## src/rtl/pkg_defs.sv

```systemverilog
// ============================================================================
//  Module      : pkg_defs (package)
//  Description : Shared framing constants for the chip-data packer and the
//                package assembler: FSM state encodings, default header byte
//                and default payload length.
//  Optional    : none in this file (PKG_CHIP_CSUM_EN is consumed by pkg_chip)
//  Revision    : 1.0 - initial release
// ============================================================================
`default_nettype none

package pkg_defs;

    // Framing FSM encodings (3-bit registered state)
    localparam logic [2:0] S_IDLE = 3'h0;
    localparam logic [2:0] S_HEAD = 3'h1;
    localparam logic [2:0] S_SEQ  = 3'h2;
    localparam logic [2:0] S_READ = 3'h3;
    localparam logic [2:0] S_LOAD = 3'h4;
    localparam logic [2:0] S_PAY  = 3'h5;
    localparam logic [2:0] S_CSUM = 3'h6;
    localparam logic [2:0] S_DONE = 3'h7;

    // Framing defaults shared with the package assembler
    localparam int         PKT_LEN_DEFAULT  = 16;
    localparam logic [7:0] HDR_BYTE_DEFAULT = 8'hA5;

endpackage

`default_nettype wire

```

## src/rtl/pkg_csum.sv

```systemverilog
// ============================================================================
//  Module      : pkg_csum
//  Description : 8-bit modulo-256 accumulator with synchronous clear and
//                add-enable. Clear has priority over add.
//  Ports       : clk    - clock
//                rst    - asynchronous active-high reset
//                clr    - zero the accumulator
//                add_en - add din into the accumulator
//                din    - addend
//                sum    - current accumulator value
//  Revision    : 1.0 - initial release
// ============================================================================
`default_nettype none

module pkg_csum (
    input  logic       clk,
    input  logic       rst,
    input  logic       clr,
    input  logic       add_en,
    input  logic [7:0] din,
    output logic [7:0] sum
);

    logic [7:0] r_sum;

    always_ff @(posedge clk or posedge rst) begin
        if (rst) begin
            r_sum <= 8'h00;
        end else if (clr) begin
            r_sum <= 8'h00;
        end else if (add_en) begin
            r_sum <= r_sum + din;
        end
    end

    assign sum = r_sum;

endmodule

`default_nettype wire

```

## src/rtl/pkg_chip.sv

```systemverilog
// ============================================================================
//  Module      : pkg_chip
//  Description : Chip-data packer. On a fire_pchip pulse it drains PKT_LEN
//                bytes from the chip buffer and emits a framed packet
//                (header, sequence, payload[, checksum]) on a valid/ready
//                byte stream, then pulses done_pchip for one cycle.
//  Optional    : `define PKG_CHIP_CSUM_EN adds a trailing checksum byte
//                (sum mod 256 of sequence and payload bytes). Without it the
//                packet ends on the last payload byte.
//  Ports       : clk_sys     - system clock
//                rst         - asynchronous active-high reset
//                fire_pchip  - start pulse (ignored unless idle)
//                done_pchip  - one-cycle completion pulse
//                pcbuf_empty - chip buffer empty flag
//                pcbuf_rd    - chip buffer read strobe (data next cycle)
//                pcbuf_q     - chip buffer read data
//                pkt_data    - packet byte
//                pkt_vld     - pkt_data valid
//                pkt_rdy     - downstream ready
//                pkt_sof     - header byte marker
//                pkt_eof     - last byte marker
//                busy        - high whenever not idle
//  Revision    : 1.0 - initial release
// ============================================================================
`default_nettype none

module pkg_chip
    import pkg_defs::*;
#(
    parameter int         PKT_LEN  = PKT_LEN_DEFAULT,
    parameter logic [7:0] HDR_BYTE = HDR_BYTE_DEFAULT
) (
    input  logic       clk_sys,
    input  logic       rst,
    input  logic       fire_pchip,
    output logic       done_pchip,
    input  logic       pcbuf_empty,
    output logic       pcbuf_rd,
    input  logic [7:0] pcbuf_q,
    output logic [7:0] pkt_data,
    output logic       pkt_vld,
    input  logic       pkt_rdy,
    output logic       pkt_sof,
    output logic       pkt_eof,
    output logic       busy
);

    localparam logic [7:0] C_PKT_LEN = 8'(PKT_LEN);

    logic [2:0] r_state;
    logic [7:0] r_seq_cnt;
    logic [7:0] r_byte_cnt;
    logic [7:0] r_pay;
    logic       w_hs;
    logic       w_last_pay;

    assign w_hs       = pkt_vld & pkt_rdy;
    assign w_last_pay = (r_byte_cnt == C_PKT_LEN);

`ifdef PKG_CHIP_CSUM_EN
    logic [7:0] w_csum;
    logic       w_csum_clr;
    logic       w_csum_add;
    logic [7:0] w_csum_din;

    // Sequence byte is summed on its handshake; payload bytes as they are
    // captured from the buffer. The header is never summed.
    assign w_csum_clr = (r_state == S_IDLE) & fire_pchip;
    assign w_csum_add = ((r_state == S_SEQ) & w_hs) | (r_state == S_LOAD);
    assign w_csum_din = (r_state == S_SEQ) ? r_seq_cnt : pcbuf_q;

    pkg_csum u_csum (
        .clk    (clk_sys),
        .rst    (rst),
        .clr    (w_csum_clr),
        .add_en (w_csum_add),
        .din    (w_csum_din),
        .sum    (w_csum)
    );
`endif

    always_ff @(posedge clk_sys or posedge rst) begin
        if (rst) begin
            r_state    <= S_IDLE;
            r_seq_cnt  <= 8'h00;
            r_byte_cnt <= 8'h00;
            r_pay      <= 8'h00;
        end else begin
            case (r_state)
                S_IDLE: begin
                    if (fire_pchip) begin
                        r_state    <= S_HEAD;
                        r_byte_cnt <= 8'h00;
                    end
                end
                S_HEAD: begin
                    if (w_hs) r_state <= S_SEQ;
                end
                S_SEQ: begin
                    if (w_hs) r_state <= S_READ;
                end
                S_READ: begin
                    // Read strobe equals ~pcbuf_empty here, so leaving READ
                    // always means exactly one read is in flight.
                    if (!pcbuf_empty) r_state <= S_LOAD;
                end
                S_LOAD: begin
                    r_pay      <= pcbuf_q;
                    r_byte_cnt <= r_byte_cnt + 8'h01;
                    r_state    <= S_PAY;
                end
                S_PAY: begin
                    if (w_hs) begin
                        if (w_last_pay) begin
`ifdef PKG_CHIP_CSUM_EN
                            r_state <= S_CSUM;
`else
                            r_state <= S_DONE;
`endif
                        end else begin
                            r_state <= S_READ;
                        end
                    end
                end
`ifdef PKG_CHIP_CSUM_EN
                S_CSUM: begin
                    if (w_hs) r_state <= S_DONE;
                end
`endif
                S_DONE: begin
                    r_seq_cnt <= r_seq_cnt + 8'h01;
                    r_state   <= S_IDLE;
                end
                default: begin
                    r_state <= S_IDLE;
                end
            endcase
        end
    end

    // Outputs decode purely from state and held registers, so they stay
    // stable for as long as the state waits on pkt_rdy.
    always_comb begin
        pkt_data   = 8'h00;
        pkt_vld    = 1'b0;
        pkt_sof    = 1'b0;
        pkt_eof    = 1'b0;
        pcbuf_rd   = 1'b0;
        done_pchip = 1'b0;
        case (r_state)
            S_HEAD: begin
                pkt_data = HDR_BYTE;
                pkt_vld  = 1'b1;
                pkt_sof  = 1'b1;
            end
            S_SEQ: begin
                pkt_data = r_seq_cnt;
                pkt_vld  = 1'b1;
            end
            S_READ: begin
                pcbuf_rd = ~pcbuf_empty;
            end
            S_PAY: begin
                pkt_data = r_pay;
                pkt_vld  = 1'b1;
`ifndef PKG_CHIP_CSUM_EN
                pkt_eof  = w_last_pay;
`endif
            end
`ifdef PKG_CHIP_CSUM_EN
            S_CSUM: begin
                pkt_data = w_csum;
                pkt_vld  = 1'b1;
                pkt_eof  = 1'b1;
            end
`endif
            S_DONE: begin
                done_pchip = 1'b1;
            end
            default: begin
                pkt_data = 8'h00;
            end
        endcase
    end

    assign busy = (r_state != S_IDLE);

endmodule

`default_nettype wire

```

## config.mk

```make
export PLATFORM = sky130hd
export DESIGN_NAME = pkg_chip
export DESIGN_NICKNAME = d
export VERILOG_FILES = /design/src/rtl/pkg_defs.sv /design/src/rtl/pkg_csum.sv /design/src/rtl/pkg_chip.sv
export SDC_FILE = /design/constraint.sdc
export NUM_CORES = 1
export LEC_CHECK = 0
export CORE_MARGIN = 2
export CORE_UTILIZATION = 40
export CTS_CLUSTER_DIAMETER = 150
export DETAILED_ROUTE_END_ITERATION = 7
export RECOVER_POWER = 25
export SYNTH_ARGS = -nofsm -noshare
export SYNTH_HDL_FRONTEND = slang
export SYNTH_SLANG_ARGS = --single-unit
```

## constraint.sdc

```tcl
create_clock -name clk_sys -period 2.59 [get_ports clk_sys]
set_input_delay 0.6475 -clock clk_sys [delete_from_list [all_inputs] [get_ports clk_sys]]
set_output_delay 0.6475 -clock clk_sys [all_outputs]
set_load 0.02 [all_outputs]
```

# After elaboration in Yosys (flattened, before gate mapping)
# Cells that the tools add are included.
# op_classes
n_eq_ne	12
addsub	2
n_mux	15
bitwise	2
n_reduce_logical	6
# op_table
op	n
8-bit case mux with 3 select lines	1
3-bit 2-to-1 mux	6
3-bit case mux with 6 select lines	1
8-bit by 1-bit adder with 8-bit output, second input constant	2
8-bit case mux with 2 select lines	1
2-bit inequality test, second input constant	5
3-bit equality test, second input constant	3
8-bit by 5-bit equality test with 1-bit output, second input constant	1
8-bit 2-to-1 mux	1
3-bit by 2-bit equality test with 1-bit output, second input constant	2
1-bit 2-to-1 mux	5
5-bit AND reduction	1
3-bit by 1-bit equality test with 1-bit output, second input constant	1
3-bit zero test	1
3-bit nonzero test	1
3-bit OR reduction	1
2-bit AND reduction	1
2-bit nonzero test	1
1-bit bitwise AND	1
1-bit NOT	1
# totals
out_inout_bits	14
input_bits	13
wordCells	41
regBits	27

# Logic depth before layout (Yosys ltp)
# Gate-level depths: netlist of run 1.
# logic_depth
ltp_word	6
depth_mapped	5
mapped_depth_nobuf	5

# Worst setup path after synthesis of run 1
# No wires, ideal clock.
# synth_timing
kind	register to output
from	register r_state[2]
to	output port pkt_eof
path_stages_with_launch	5
slack_ps	685
t_arrival_ps	1258
path_buffers	1
required_ps	1942
path_cell_list	dfrtp_1 -> clkbuf_1 -> nor2b_1 -> nand3_1 -> nor2_1
# synth_via
elab_chain_len	2
# synth_rtl
item	line	text
start, declared	pkg_chip.sv:50	logic [2:0] r_state;
start signal, assigned	pkg_chip.sv:84	r_state <= S_IDLE;
start signal, assigned	pkg_chip.sv:92	r_state <= S_HEAD;
start signal, assigned	pkg_chip.sv:97	if (w_hs) r_state <= S_SEQ;
3-bit equality test	pkg_chip.sv:150	case (r_state)
1-bit 2-to-1 mux	pkg_chip.sv:150	
end, declared	pkg_chip.sv:44	output logic pkt_eof,
# Every way passes these cells.

# Worst setup path after layout of run 1
# layout_timing
from	input port pcbuf_empty
to	output port pcbuf_rd
# layout_via
elab_chain_len	2
# layout_rtl
item	line	text
start, declared	pkg_chip.sv:37	input logic pcbuf_empty,
1-bit NOT	pkg_chip.sv:161	pcbuf_rd = ~pcbuf_empty;
1-bit 2-to-1 mux	pkg_chip.sv:150	
end, declared	pkg_chip.sv:38	output logic pcbuf_rd,
# Every way passes these cells.

==> results of run 1 <==
-- metrics by stage --
step           utilization, %  cells  hold slack, ns  area (µm²)
6_report                 52.2    240           0.476        1880
5_1_grt                  52.2    240           0.494        1880
4_1_cts                  52.1    240           0.477        1880
3_5_place_dp             51.1    236           0.453        1840
3_3_place_gp             51.1    236           0.458        1840
2_1_floorplan               -    159           0.437        1480
-- worst max path at each step --
stage                                 from       end  slack (ns)  cells past startpoint
floorplan           r_state[2]$_DFFE_PP0P_   pkt_eof        0.68                      4
global placement               pcbuf_empty  pcbuf_rd        0.09                      3
detailed placement             pcbuf_empty  pcbuf_rd        0.07                      3
CTS                 r_state[1]$_DFFE_PP0P_   pkt_vld       0.006                      4
global route        r_state[1]$_DFFE_PP0P_   pkt_vld        0.02                      4
finish                         pcbuf_empty  pcbuf_rd        0.07                      3
-- per-layer routing --
metal / up-vias / share of wire, % / wire length (µm)
li1: 618 / - / -
met1: 556 / 47 / 1580
met2: 26 / 47 / 1580
met3: 4 / 4.1 / 138
met4: 0 / 1.3 / 42
met5: - / 0 / 0
-- timing repair --
action,in CTS,in global routing
resized for setup,10,4
endpoints found under the setup margin,10,2
hold buffers,0,0
buffers inserted,0,0
-- power breakdown --
group	total, W	internal (W)	switching (W)
sequential	0.000651	0.000545	0.000106
clock	0.000246	0.000108	0.000138
combinational	0.000843	0.000390	0.000453
-- cell usage in the layout (no fill, tap or decap), types with 2 or more instances in the layout --
cell type        count
nand2b_1             6
nand2_1             35
nor2_1               3
o2bb2ai_1            2
xor2_1               5
nand4_1              2
clkdlybuf4s50_1     16
a22o_1               8
o21ai_0              2
inv_1                7
clkbuf_8             3
nor3_1               7
mux2i_1              5
nand3_1             10
dlygate4sd2_1        8
ha_1                 3
and4_1               2
xnor2_1              3
a21oi_1              2
o211ai_1             2
dfrtp_1             27
buf_4                9
mux2_2               2
-- layout make-up --
cell class | count | area (µm²)
flip-flops and latches | 27 | 676
clock buffers | 3 | 41.3
repair buffers | 36 | 322
multi-input cells | 118 | 752
fillers | 351 | 1720
well taps | 48 | 60.1
inverters | 7 | 26.3
clock inverters | 1 | 5.00
-- logic make-up (layout without fill, tap and decap cells) --
family / count (synthesis) / after routing / synth area share (%)
fa+ha+maj: 3 / 3 / 2.54
simple gates: 79 / 79 / 27.2
flops: 27 / 27 / 45.7
compound gates: 21 / 21 / 11.0
xor+xnor: 8 / 8 / 4.74
mux: 7 / 7 / 4.91
buf+inv: 14 / 47 / 3.98
-- sequential cells by signal (all words and copies together) (netlist names) --
register    count
r_pay           8
r_state         3
r_byte_cnt      8
r_seq_cnt       8
-- cell usage after synthesis, types with 2 or more instances --
cell | instances | area share, %
buf_2 | 5 | 1.7
nor3_1 | 7 | 2.4
xor2_1 | 5 | 3.0
mux2i_1 | 5 | 3.4
o2bb2ai_1 | 2 | 1.2
nand3_1 | 10 | 3.4
clkbuf_1 | 2 | 0.51
and4_1 | 2 | 1.2
and2_1 | 2 | 0.85
o21ai_0 | 2 | 0.68
a21oi_1 | 2 | 0.68
nor2b_1 | 2 | 0.85
nand2b_1 | 6 | 2.5
xnor2_1 | 3 | 1.8
nand4_1 | 2 | 0.85
mux2_2 | 2 | 1.5
dfrtp_1 | 27 | 46
ha_1 | 3 | 2.5
inv_1 | 7 | 1.8
o211ai_1 | 2 | 1.0
nor2_1 | 4 | 1.0
nand2_1 | 35 | 8.9
a22o_1 | 8 | 4.7
-- worst reg2reg max path: stages (launching register included) --
cell and delay, ns:
dfrtp_1 0.45, buf_4 0.16, or3b_1 0.55, nor3_2 0.28
mux2i_1 0.21
==> flow_summary.toml, run 1 <==
[synth]
ys_seq_elements = 27
ys_seq_area_share_pct = 45.7
ys.flop_type = "dfrtp_1"
yosys_warnings = 0
syn_inst = 159
synth_edf_count = 0
synth_area_um2 = 1480
synth.avg_cell_area_um2 = 9.30
synthArstFlopShare_pct = 100
ys_types = 37
synth_fp_nets = 175

[worst_setup_path]
criticalPathCategory = "input pin to output pin"
path_cells = "clkdlybuf4s50_1 > nor3_1 > clkdlybuf4s50_1"
crit_fanout = 2
critPathSlowestCell = "clkdlybuf4s50_1"
crit_arrival_ns = 1.88
critPathMostFrequentCell = "clkdlybuf4s50_1"
cp_data_required_time_ns = 1.94
worst_setup_path_end_kind = "output pin"
critPathTopFamily = "buffers and inverters"
rr_endpoint = "r_byte_cnt[6]$_DFFE_PP0P_"
crit_path_max_incr_delay_ns = 0.62
r2r_slack_ns = 0.86
crit_buf_inv = 2
rr_worst_depth = 4
rr_startpoint = "r_state[2]$_DFFE_PP0P_"
worstSetupStartpointType = "input pin"

[hold_path]
hold_end = "r_pay[5]$_DFFE_PP0P_"
whs_path_depth = 2
min_path_type = "register to register"
hp-start = "r_pay[5]$_DFFE_PP0P_"

[die]
die_w_um = 64.8
core_um2 = 3610
start_util_pct = 41.0
ioPinCount = 27
rows = 22
die_y_um = 64.8
die_area_um2 = 4200

[drt]
via_per_inst = 5.02
totalWireLength_um = 3350
post_drt_wl_per_cell_um = 14.0
via_count = 1204
dr.pass1.iters = 4
postRouteAntennaNets = 0
drcViolationCount = 0
drt-initial-drc-count = 45

[placed_design]
hpwl_um = 2440
io_buffer_count = 26
gp_congestion = 0.813
dp_slack_ns = 0.0726

[status]
status = "completed"

[grt]
grt_max_degree = 28
grt_use_met1_pct = 22.6
grt_usage_pct = 17.3
grt_pass1_wl_um = 5640
grt_pass1_vias = 1241
antenna_found_initial = 0
use_met3_pct = 2.43
grt_overflow = 0
use_met2_pct = 29.4
top_usage_layer = "met2"

[clocking]
path_clk_slew_ns = 0.10
worstSkewPairLatency_ns = 0.27
cts_buffers = 3
cts_buffer_depth = 2
cts.sinks = 27
cts_root_buf = "clkbuf_8"
cts_tree = "done"
h-tree-depth = 1

[sta]
setup_slack_ns = 0.0667
finalMaxSlewViolations = 0
finalSetupTns_ns = 0
fin_crit_ns = 2.52
setup_viol = 0
slew_headroom_pct = 2.47
rsz0062_at_grt = "false"
max_slew.worst_pin.slew_ns = 1.46
hold_violations = 0
max_freq_mhz = 396
finalCritPeriodShare_pct = 97.4
skew_ns = 0.00364

[pwr]
p_leak_nw = 0.907
power_density_nw_per_um2 = 924
peakVddDrop_mv = 0.526
power_w = 0.00174

[finish]
syn_to_final_growth_pct = 27.2
drive_gt1_share_pct = 11.5
fin_nets = 209
n_antenna_cell = 0

[flow_run]
cap_violations = 0
No activity file was read; power rests on OpenSTA's default activity.
==> run 2: changes to the inputs <==
--- a/config.mk
+++ b/config.mk
@@ -5,11 +5,13 @@
 export SDC_FILE = /design/constraint.sdc
 export NUM_CORES = 1
 export LEC_CHECK = 0
+export CAP_MARGIN = 20
 export CORE_MARGIN = 2
 export CORE_UTILIZATION = 40
-export CTS_CLUSTER_DIAMETER = 150
+export CTS_CLUSTER_DIAMETER = 80
 export DETAILED_ROUTE_END_ITERATION = 7
 export RECOVER_POWER = 25
+export SLEW_MARGIN = 40
 export SYNTH_ARGS = -nofsm -noshare
 export SYNTH_HDL_FRONTEND = slang
 export SYNTH_SLANG_ARGS = --single-unit
==> results of run 2 <==
The final DEF is identical to that of run 1; final timing and power are the same.
==> run 3: changes to the inputs <==
--- a/config.mk
+++ b/config.mk
@@ -6,7 +6,7 @@
 export NUM_CORES = 1
 export LEC_CHECK = 0
 export CAP_MARGIN = 20
-export CORE_MARGIN = 2
+export CORE_MARGIN = 4
 export CORE_UTILIZATION = 40
 export CTS_CLUSTER_DIAMETER = 80
 export DETAILED_ROUTE_END_ITERATION = 7
==> constraint.sdc (replaced) <==
create_clock -name clk_sys -period 2.8 [get_ports clk_sys]
set_input_delay 0.7 -clock clk_sys [delete_from_list [all_inputs] [get_ports clk_sys]]
set_output_delay 0.7 -clock clk_sys [all_outputs]
set_load 0.02 [all_outputs]
==> run 3 against run 2 <==
Net effect:
- via count grew 3.2%
- register-to-register slack better by 0.13 ns
- worst setup slack better by 0.063 ns
- critical path type is now register to output pin
- combinational power down 4.4%
- cell count fell by 2.5%
- critical path depth increased by 1
- cell area shrank 0.73%
- global-route usage shrank 1.6 points
- largest power group unchanged
- core utilization grew 2.1 points
- critical endpoint is now pkt_vld
- flip-flop and latch count stayed put
- largest cell class unchanged
- die area up 13%
==> flow_summary.toml, run 3 (synthesis gave the netlist of run 1 again) <==
[sta]
finalSetupTns_ns = 0
finalCritPeriodShare_pct = 95.4
skew_ns = 0.00493
max_freq_mhz = 374
rsz0062_at_grt = "false"
max_slew.worst_pin.slew_ns = 1.46
fin_crit_ns = 2.67
setup_viol = 0
hold_violations = 0
slew_headroom_pct = 2.46
finalMaxSlewViolations = 0

[finish]
final_common_cell = "nand2_1"
syn_to_final_growth_pct = 26.3
regArea_um2 = 676
n_antenna_cell = 0
final_cell_mix = "nand2_1 (35), dfrtp_1 (27), clkdlybuf4s50_1 (24)"
drive_gt1_share_pct = 10.6
top_regs = "r_byte_cnt: 8 flops, r_pay: 8 flops, r_seq_cnt: 8 flops"
multi_input_area_um2 = 762
finalNonFillerCells = 234
fillers = 331
fin_nets = 205

[clocking]
holdBufCountCts = 0
worstSkewPairLatency_ns = 0.27
cts.sinks = 27
cts_setup_buffers = 0
path_clk_slew_ns = 0.10
cts_root_buf = "clkbuf_8"
cts_tree = "done"
cts_buffer_depth = 2
cts_buffers = 3
h-tree-depth = 1

[flow_run]
cap_violations = 0

[worst_setup_path]
cp_data_required_time_ns = 2.10
rr_worst_depth = 4
crit_start = "r_state[1]$_DFFE_PP0P_"
rr_startpoint = "r_state[2]$_DFFE_PP0P_"
crit_arrival_ns = 1.97
worst_setup_path_end_kind = "output pin"
worstSetupStartpointType = "register"
crit_fanout = 9
criticalPathCategory = "register to output pin"

[grt]
grt_max_degree = 28
grt_usage_pct = 15.7
grt_overflow = 0
antenna_found_initial = 0
grt_pass1_vias = 1241
grt_pass1_wl_um = 5750

[die]
die_area_um2 = 4730
start_util_pct = 43.0
core_um2 = 3440
ioPinCount = 27
die_y_um = 68.8
die_w_um = 68.8
rows = 21

[placed_design]
hpwl_um = 2470
dp.cells = 230
io_buffer_count = 26
gp_congestion = 0.816

[drt]
post_drt_wl_per_cell_um = 14.3
via_per_inst = 5.31
via_count = 1242
totalWireLength_um = 3350
drt-initial-drc-count = 141
postRouteAntennaNets = 0
dr.pass1.iters = 4
drcViolationCount = 0

[status]
status = "completed"

[pwr]
peakVddDrop_mv = 0.265
power_density_nw_per_um2 = 883
clockPowerShare_pct = 13.9
p_int_w = 0.000985
sw_frac_of_total_pct = 40.3
sequentialPowerShare_pct = 37.2
pwr-share-comb_pct = 48.8
p_leak_nw = 0.862
p_switching_w = 0.000664

[hold_path]
hp-start = "r_seq_cnt[7]$_DFFE_PP0P_"
min_path_type = "register to register"
whs_path_depth = 1
[run 3: critical path, stage by stage (launching register included)]
cell	delay, ns
dfrtp_1	0.43
nor2b_2	0.19
and2_2	0.25
or2_2	0.29
clkdlybuf4s50_1	0.54
[run 3: cell type report]
type                            instances  area share, %
Sequential cell                        27           36.2
Clock buffer                            3           2.21
Timing Repair Buffer                   32           16.1
Multi-Input combinational cell        118           40.8
Clock inverter                          1          0.268
Tap cell                               46           3.08
Inverter                                7           1.41
[run 3: power groups by stage]
| stage | Sequential, W | Clock (W) | Combinational (W) |
|---|---|---|---|
| floorplan | 0.000585 | 0 | 0.000515 |
| global placement | 0.000610 | 0 | 0.000778 |
| detailed placement | 0.000618 | 0 | 0.000789 |
| CTS | 0.000610 | 0.000232 | 0.000795 |
| global route | 0.000630 | 0.000250 | 0.000892 |
| finish | 0.000614 | 0.000230 | 0.000806 |
[run 3: routing by layer]
layer,part of all wire (%),GRT usage [%]
met5,0,0
met4,0.33,2.92
met3,4.9,2.11
met2,47,26.5
met1,48,21.8
[run 3: stage by stage]
step | area (µm²) | hold slack (ns) | total power (W) | setup slack (ns) | util, %
floorplan | 1480 | 0.437 | 0.00110 | 0.842 | -
global placement | 1810 | 0.455 | 0.00139 | 0.154 | 52.6
detailed placement | 1810 | 0.478 | 0.00141 | 0.128 | 52.6
CTS | 1860 | 0.494 | 0.00164 | 0.0190 | 54.0
global route | 1870 | 0.518 | 0.00177 | 0.00645 | 54.3
finish | 1870 | 0.494 | 0.00165 | 0.130 | 54.3
[run 3: path summary, 6_finish.rpt]
kind	end	slack (ns)
max	pkt_vld	0.13
min reg2reg	r_seq_cnt[7]$_DFFE_PP0P_	0.49
min	r_seq_cnt[7]$_DFFE_PP0P_	0.49
max in group asynchronous	r_seq_cnt[6]$_DFFE_PP0P_	0.60
max reg2reg	r_byte_cnt[6]$_DFFE_PP0P_	0.99
min in group asynchronous	r_pay[5]$_DFFE_PP0P_	1.35
[run 3: what timing repair did]
item	4_1_cts	5_1_grt
resized for setup	2	5
endpoints found under the hold margin	0	0
setup endpoints to repair	5	9
